File: config.mk
export PLATFORM = sky130hd
export DESIGN_NAME = serial_demux_driver
export DESIGN_NICKNAME = d
export VERILOG_FILES = /design/src/rtl/serial_demux_driver.sv
export SDC_FILE = /design/constraint.sdc
export NUM_CORES = 1
export LEC_CHECK = 0
export ABC_CLOCK_PERIOD_IN_PS = 2200
export BUFFER_PORTS_ARGS = -buffer_cell sky130_fd_sc_hd__buf_2
export CELL_PAD_IN_SITES_DETAIL_PLACEMENT = 0
export CELL_PAD_IN_SITES_GLOBAL_PLACEMENT = 2
export CORE_MARGIN = 3
export CORE_UTILIZATION = 33
export DETAILED_ROUTE_END_ITERATION = 6
export PLACE_DENSITY = 0.86
export SLEW_MARGIN = 20
export SYNTH_ARGS = -nofsm -noshare
export SYNTH_HDL_FRONTEND = slang
export SYNTH_SLANG_ARGS = --single-unit
export TNS_END_PERCENT = 1
File: constraint.sdc
create_clock -name clk -period 2.2 [get_ports clk]
set_clock_uncertainty 0.2 [all_clocks]
set_input_delay 0.11 -clock clk [delete_from_list [all_inputs] [get_ports clk]]
set_output_delay 0.11 -clock clk [all_outputs]
set_load 0.01 [all_outputs]
File: src/rtl/serial_demux_driver.sv
// serial_demux_driver
//   Serialises a DATA_W-bit payload onto a single data line feeding a 1-to-4
//   demultiplexer. The channel select is held for the whole frame. The enable
//   is high only while a payload bit is on the data line. An optional run of
//   enforced idle (E-low) cycles follows each frame.
//
// Ports
//   clk       in   single clock, rising-edge
//   rst_n     in   synchronous active-low reset
//   in_valid  in   upstream offers a frame
//   in_ready  out  high in IDLE (combinational), frame accepted when both high
//   in_data   in   DATA_W payload
//   in_dest   in   2-bit destination channel
//   Y         out  serial data bit (0 whenever E is 0)
//   S         out  channel select, last accepted destination
//   E         out  demux enable, high for exactly DATA_W cycles per frame
//   busy      out  high whenever the FSM is not in IDLE
//   done      out  one-cycle pulse in the cycle after the last bit
module serial_demux_driver #(
  parameter int DATA_W    = 8,
  parameter int LSB_FIRST = 1,
  parameter int GAP_CYC   = 1
) (
  input  logic              clk,
  input  logic              rst_n,
  input  logic              in_valid,
  output logic              in_ready,
  input  logic [DATA_W-1:0] in_data,
  input  logic [1:0]        in_dest,
  output logic              Y,
  output logic [1:0]        S,
  output logic              E,
  output logic              busy,
  output logic              done
);

  localparam int CNT_W = $clog2(DATA_W) + 1;
  localparam logic [CNT_W-1:0] BIT_LAST = CNT_W'(DATA_W - 1);
  localparam logic [3:0] GAP_LAST = (GAP_CYC > 0) ? 4'(GAP_CYC - 1) : 4'd0;

  typedef enum logic [1:0] {
    IDLE  = 2'd0,
    SHIFT = 2'd1,
    GAP   = 2'd2
  } state_t;

  state_t            state_q, state_d;
  logic [DATA_W-1:0] shreg_q, shreg_d;
  logic [CNT_W-1:0]  bit_cnt_q, bit_cnt_d;
  logic [3:0]        gap_cnt_q, gap_cnt_d;
  logic              y_q, y_d;
  logic [1:0]        s_q, s_d;
  logic              e_q, e_d;
  logic              busy_q, busy_d;
  logic              done_q, done_d;

  // Payload re-ordered so that the first bit to transmit sits in bit 0; the
  // shifter then always shifts right regardless of bit order.
  logic [DATA_W-1:0] load_word;

  generate
    if (LSB_FIRST != 0) begin : g_lsb_first
      assign load_word = in_data;
    end else begin : g_msb_first
      for (genvar gi = 0; gi < DATA_W; gi++) begin : g_rev
        assign load_word[gi] = in_data[DATA_W-1-gi];
      end
    end
  endgenerate

  assign in_ready = (state_q == IDLE);

  always_comb begin
    state_d   = state_q;
    shreg_d   = shreg_q;
    bit_cnt_d = bit_cnt_q;
    gap_cnt_d = gap_cnt_q;
    y_d       = 1'b0;
    e_d       = 1'b0;
    s_d       = s_q;
    done_d    = 1'b0;

    case (state_q)
      IDLE: begin
        if (in_valid) begin
          // Y is registered, so the first bit is presented straight from the
          // load word; the register keeps the bits still to be sent.
          state_d   = SHIFT;
          shreg_d   = load_word >> 1;
          y_d       = load_word[0];
          e_d       = 1'b1;
          s_d       = in_dest;
          bit_cnt_d = '0;
        end
      end

      SHIFT: begin
        // bit_cnt_q is the index of the bit currently on Y.
        bit_cnt_d = bit_cnt_q + 1'b1;
        if (bit_cnt_q == BIT_LAST) begin
          done_d    = 1'b1;
          gap_cnt_d = '0;
          state_d   = (GAP_CYC > 0) ? GAP : IDLE;
        end else begin
          y_d     = shreg_q[0];
          e_d     = 1'b1;
          shreg_d = shreg_q >> 1;
        end
      end

      GAP: begin
        if (gap_cnt_q == GAP_LAST) begin
          state_d = IDLE;
        end else begin
          gap_cnt_d = gap_cnt_q + 1'b1;
        end
      end

      default: begin
        state_d = IDLE;
      end
    endcase

    busy_d = (state_d != IDLE);
  end

  always_ff @(posedge clk) begin
    if (!rst_n) begin
      state_q   <= IDLE;
      shreg_q   <= '0;
      bit_cnt_q <= '0;
      gap_cnt_q <= '0;
      y_q       <= 1'b0;
      s_q       <= 2'd0;
      e_q       <= 1'b0;
      busy_q    <= 1'b0;
      done_q    <= 1'b0;
    end else begin
      state_q   <= state_d;
      shreg_q   <= shreg_d;
      bit_cnt_q <= bit_cnt_d;
      gap_cnt_q <= gap_cnt_d;
      y_q       <= y_d;
      s_q       <= s_d;
      e_q       <= e_d;
      busy_q    <= busy_d;
      done_q    <= done_d;
    end
  end

  assign Y    = y_q;
  assign S    = s_q;
  assign E    = e_q;
  assign busy = busy_q;
  assign done = done_q;

endmodule

# Word level (Yosys, flattened, before mapping)

Index checks and enable logic that the tools add are counted.

Output and inout port bits: 7
Input bits: 13
Register bits after elaboration: 24
Logic and storage cells: 47

Muxes and demuxes: 19
Equal/unequal tests: 7
Add/subtract/negate cells: 2
Reductions and logical operators: 10

Operators by type and width:

| kind                  | count |
|---|---|
| $mux W8               | 2 |
| $pmux W4 S2           | 2 |
| $pmux W8 S2           | 1 |
| $mux W4               | 3 |
| $add A4 B1 Y4 const B | 2 |
| $ne A2 B2 Y1 const B  | 4 |
| $mux W2               | 3 |
| $pmux W2 S3           | 1 |
| $reduce_and A2 Y1     | 3 |
| $reduce_and A3 Y1     | 2 |
| $reduce_bool A2 Y1    | 3 |
| $mux W1               | 5 |
| $eq A4 B3 Y1 const B  | 1 |
| $logic_not A4 Y1      | 1 |
| $pmux W1 S2           | 2 |
| $eq A2 B1 Y1 const B  | 1 |
| $eq A2 B2 Y1 const B  | 1 |
| $logic_not A2 Y1      | 1 |

# Logic depth before layout (Yosys ltp)

Depth in word-level cells: 4
Depth in mapped cells: 5
Mapped depth without buffers: 5

# Least setup slack after synthesis

No wires, ideal clock.

Kind: register to register
From: reg bit_cnt_q[0]
To: reg busy_q (netlist: busy)
Path buffers: 1
Library setup time: 0.115 ns
Data required time: 1.885 ns
Slack: 0.662 ns
Data arrival time: 1.223 ns
Cell stages (with the launch flop): 6
Period minus slack after synthesis: 1.538 ns
Path through: dfxtp_1 > ha_1 > nand4b_4 > and2_1 > buf_6 > o21a_1

Word-level cells in the longest chain between the ends: 4

Ends and longest elaborated chain:

| item                     | RTL line | source |
|---|---|---|
| start: declaration       | 49       | `logic [CNT_W-1:0] bit_cnt_q, bit_cnt_d;` |
| start signal: assignment | 141      | `bit_cnt_q <= bit_cnt_d;` |
| $eq A4 B3 Y1             | 100      | `if (bit_cnt_q == BIT_LAST) begin` |
| $mux W2                  | 100      |  |
| $pmux W2 S3              | 83       | `case (state_q)` |
| $reduce_bool A2 Y1       | 124      | `busy_d = (state_d != IDLE);` |
| end signal: assignment   | 146      | `busy_q <= busy_d;` |
| end: declaration         | 54       | `logic busy_q, busy_d;` |

Every way passes these cells.
A chain may end at the register's enable or synchronous reset.

# Worst setup path in the final report

From: reg state_q[1]
To: reg shreg_q[6]

Word-level cells in the longest chain between the ends: 3
Elaborated cells between the ends (all ways): 7
Classes of those cells: eq/ne (3); mux (1); reduce/logical (3)

Ends and longest elaborated chain:

| item                                                                | RTL line | source |
|---|---|---|
| start: declaration                                                  | 47       | `state_t state_q, state_d;` |
| start signal: assignment                                            | 139      | `state_q <= state_d;` |
| $eq A2 B1 Y1 / $logic_not A2 Y1 (equally long branches)             | 83       |  |
| $ne A2 B2 Y1 (no line) / $reduce_bool A2 Y1 (equally long branches) | --       |  |
| $reduce_and A3 Y1 (no line)                                         | --       |  |
| end signal: assignment                                              | 140      | `shreg_q <= shreg_d;` |
| end: declaration                                                    | 48       | `logic [DATA_W-1:0] shreg_q, shreg_d;` |

Several ways; a longest one is shown, not always the timed one.

==> summary.txt <==
Run status
  • Outcome: completed

Clock tree
  • CTS tree: yes
  • Clock Pin Slew Worst Setup and Hold Paths: 0.14 ns
  • H-tree depth: 1
  • TritonCTS buffer count: 3
  • # clock sinks: 23
  • CTS Root Cell: clkbuf_4
  • Clock Latency Late Sink: 0.32 ns
  • CTS Buffer Depth: 2

Floorplanning
  • IO Pins: 20
  • Die W: 64.3 um
  • FP Rows: 20
  • Initial core utilization: 35.5%
  • Core region area: 3150 um2
  • Die height: 64.3 um
  • Die area: 4130 um2

Placement
  • Port Buf Inserts: 19
  • DPL Wire Length: 1.63 mm
  • Dpl cell area: 1240 um2
  • Routability cong.: 0.816

Final layout
  • Ant diodes: 0
  • Non-Filler Cell Area, Final: 1410 um2
  • Area Growth Syn to Fin: 25.7%
  • Final net count: 165
  • Ratio of cells with drive above 1 in the final layout: 25.7%

STA
  • Period minus WS final: 2.04 ns
  • Worst rel slew slack: 68.7%
  • Crit share post-route: 92.7%
  • Fin. Hold Viols: 0
  • RSZ-0062 raised after global routing: false
  • Max Clock Freq: 0.490 GHz
  • Minimum hold slack: 0.297 ns
  • Slew @ Worst Pin: 0.470 ns
  • Final Max Tran Viols: 0
  • Final Setup Violations: 0
  • Setup TNS: 0 ns

Global routing
  • Initial antenna violation count: 0
  • Vias in the first global route: 952
  • First-pass GRT wire length: 4.23 mm
  • Largest net degree at the start of global routing: 14
  • Total track usage: 12.8%
  • Gr ovfl total: 0

Setup path
  • CP Max Fanout: 11
  • Critical path required time: 2.26 ns
  • CP endpoint kind: register
  • CP Class: register to register
  • Worst Setup Start Kind: register
  • Arrival time at the worst endpoint: 2.10 ns

Detailed routing
  • DRC errors left: 0
  • Wirelength per Cell: 12.5 um
  • Via count: 937
  • Drt first pass iters: 3
  • DRT iter0 DRCs: 30
  • ANT nets after route: 0
  • Vias/cell: 4.88
  • DRT Wirelength: 2.40 mm

Logic synthesis
  • Yosys cell types: 40
  • Synth Register Bits: 23
  • Post-synth EDFFs: 0
  • Synth top area share: 41.1%
  • Register area share after synthesis: 41.1%
  • Count leader, synth: dfxtp_1
  • Synth area leaders: dfxtp_1, a311oi_2, nand2_1
  • Ys async rst share: 0%
  • Syn Std Cell Area: 1120 um2
  • Cell count after synthesis: 116
  • Main flop type after synthesis: dfxtp_1
  • Syn Area/Cell: 9.65 um2
  • Synth warn: 0
  • Synth top cells by count: dfxtp_1, nand2_1, a21oi_1
  • Post-Synthesis Net Count: 132
  • Post-synth top area cell: dfxtp_1

Power and ir drop
  • Pleak: 0.575 nW
  • Peak supply drop: 0.000396 V
  • Power per cell area: 548 nW/um2
  • Power, Total: 771 uW

Flow run
  • Maxcap violations: 0

Hold path
  • Worst Hold Class: register to register
## cell type report
cell class              count  area, um2
fillers                   316       1750
flip-flops and latches     23        462
clock buffers               3       22.5
repair buffers             36        258
well taps                  44       55.1
multi-input cells          82        594
clock inverters             1       5.00
inverters                   3       11.3
## cell families (layout without fill, tap and decap cells)
logic type / count (synthesis) / in the layout / synth area share (%)
buf+inv: 11 / 43 / 5.81
compound gates: 30 / 30 / 22.9
fa+ha+maj: 3 / 3 / 3.35
mux: 3 / 3 / 2.68
flops: 23 / 23 / 41.1
simple gates: 46 / 46 / 24.1
## cells in the final DEF (no fill, tap or decap), drive strengths merged, types with 3 or more instances in the layout
| cell type | count |
|---|---|
| o211ai | 3 |
| dfxtp | 23 |
| nand2 | 14 |
| nor2b | 3 |
| and2 | 3 |
| a21oi | 8 |
| ha | 3 |
| nor2 | 5 |
| dlygate4sd3 | 14 |
| mux2i | 3 |
| a311oi | 6 |
| nand3 | 4 |
| clkbuf | 3 |
| buf | 22 |
## layer usage
layer | vias up | wire length, um | GRT usage (%) | share of wire [%]
met3 | 2 | 120 | 4.75 | 5.0
li1 | 484 | - | - | -
met2 | 15 | 1110 | 22.2 | 46
met5 | - | 0 | 0 | 0
met4 | 0 | 19 | 3.96 | 0.79
met1 | 436 | 1150 | 14.6 | 48
## path summary, 6_finish.rpt
kind	from	to	slack, ns	depth (start not counted)
worst max-delay path	state_q[1]	shreg_q[6]	0.16	5
worst min-delay path	shreg_q[4]	shreg_q[3]	0.30	2
worst max register to register	state_q[1]	shreg_q[6]	0.16	5
worst min register to register	shreg_q[4]	shreg_q[3]	0.30	2
## sequential cells by signal, summed over array words and instances (netlist names)
signal,cells
shreg_q,7
done,1
bit_cnt_q,4
Y,1
E,1
busy,1
S,2
state_q,2
gap_cnt_q,4
## power breakdown
part / switching [mW] / internal, mW / leakage [nW]
Sequential: 0.0138 / 0.437 / 0.189
Combinational: 0.0566 / 0.0613 / 0.368
Clock: 0.135 / 0.0681 / 0.0177
## per-stage QoR
| stage | utilization (%) | worst slack [ns] | cells |
|---|---|---|---|
| after global placement | 39.3 | 0.408 | 174 |
| final | 44.6 | 0.160 | 192 |
| after global routing | 44.6 | 0.0630 | 192 |
| after floorplan | - | 0.662 | 116 |
| after CTS | 44.6 | 0.0872 | 192 |
| after detailed placement | 39.3 | 0.381 | 174 |
## timing repair
action                                  4_1_cts  5_1_grt
endpoints found under the hold margin        19        0
setup buffers                                 0        0
endpoints found under the setup margin        0        1
hold buffers                                 14        0
resized for setup                             0        1
## critical path, cell delays in order (launching register included)
cell and delay (ns):
dfxtp_1 0.57, o21ba_1 0.21, buf_4 0.17, a21boi_0 0.18, o21a_1 0.14, dlygate4sd3_1 0.53
Note: power is estimated with default switching activity, not from simulation.
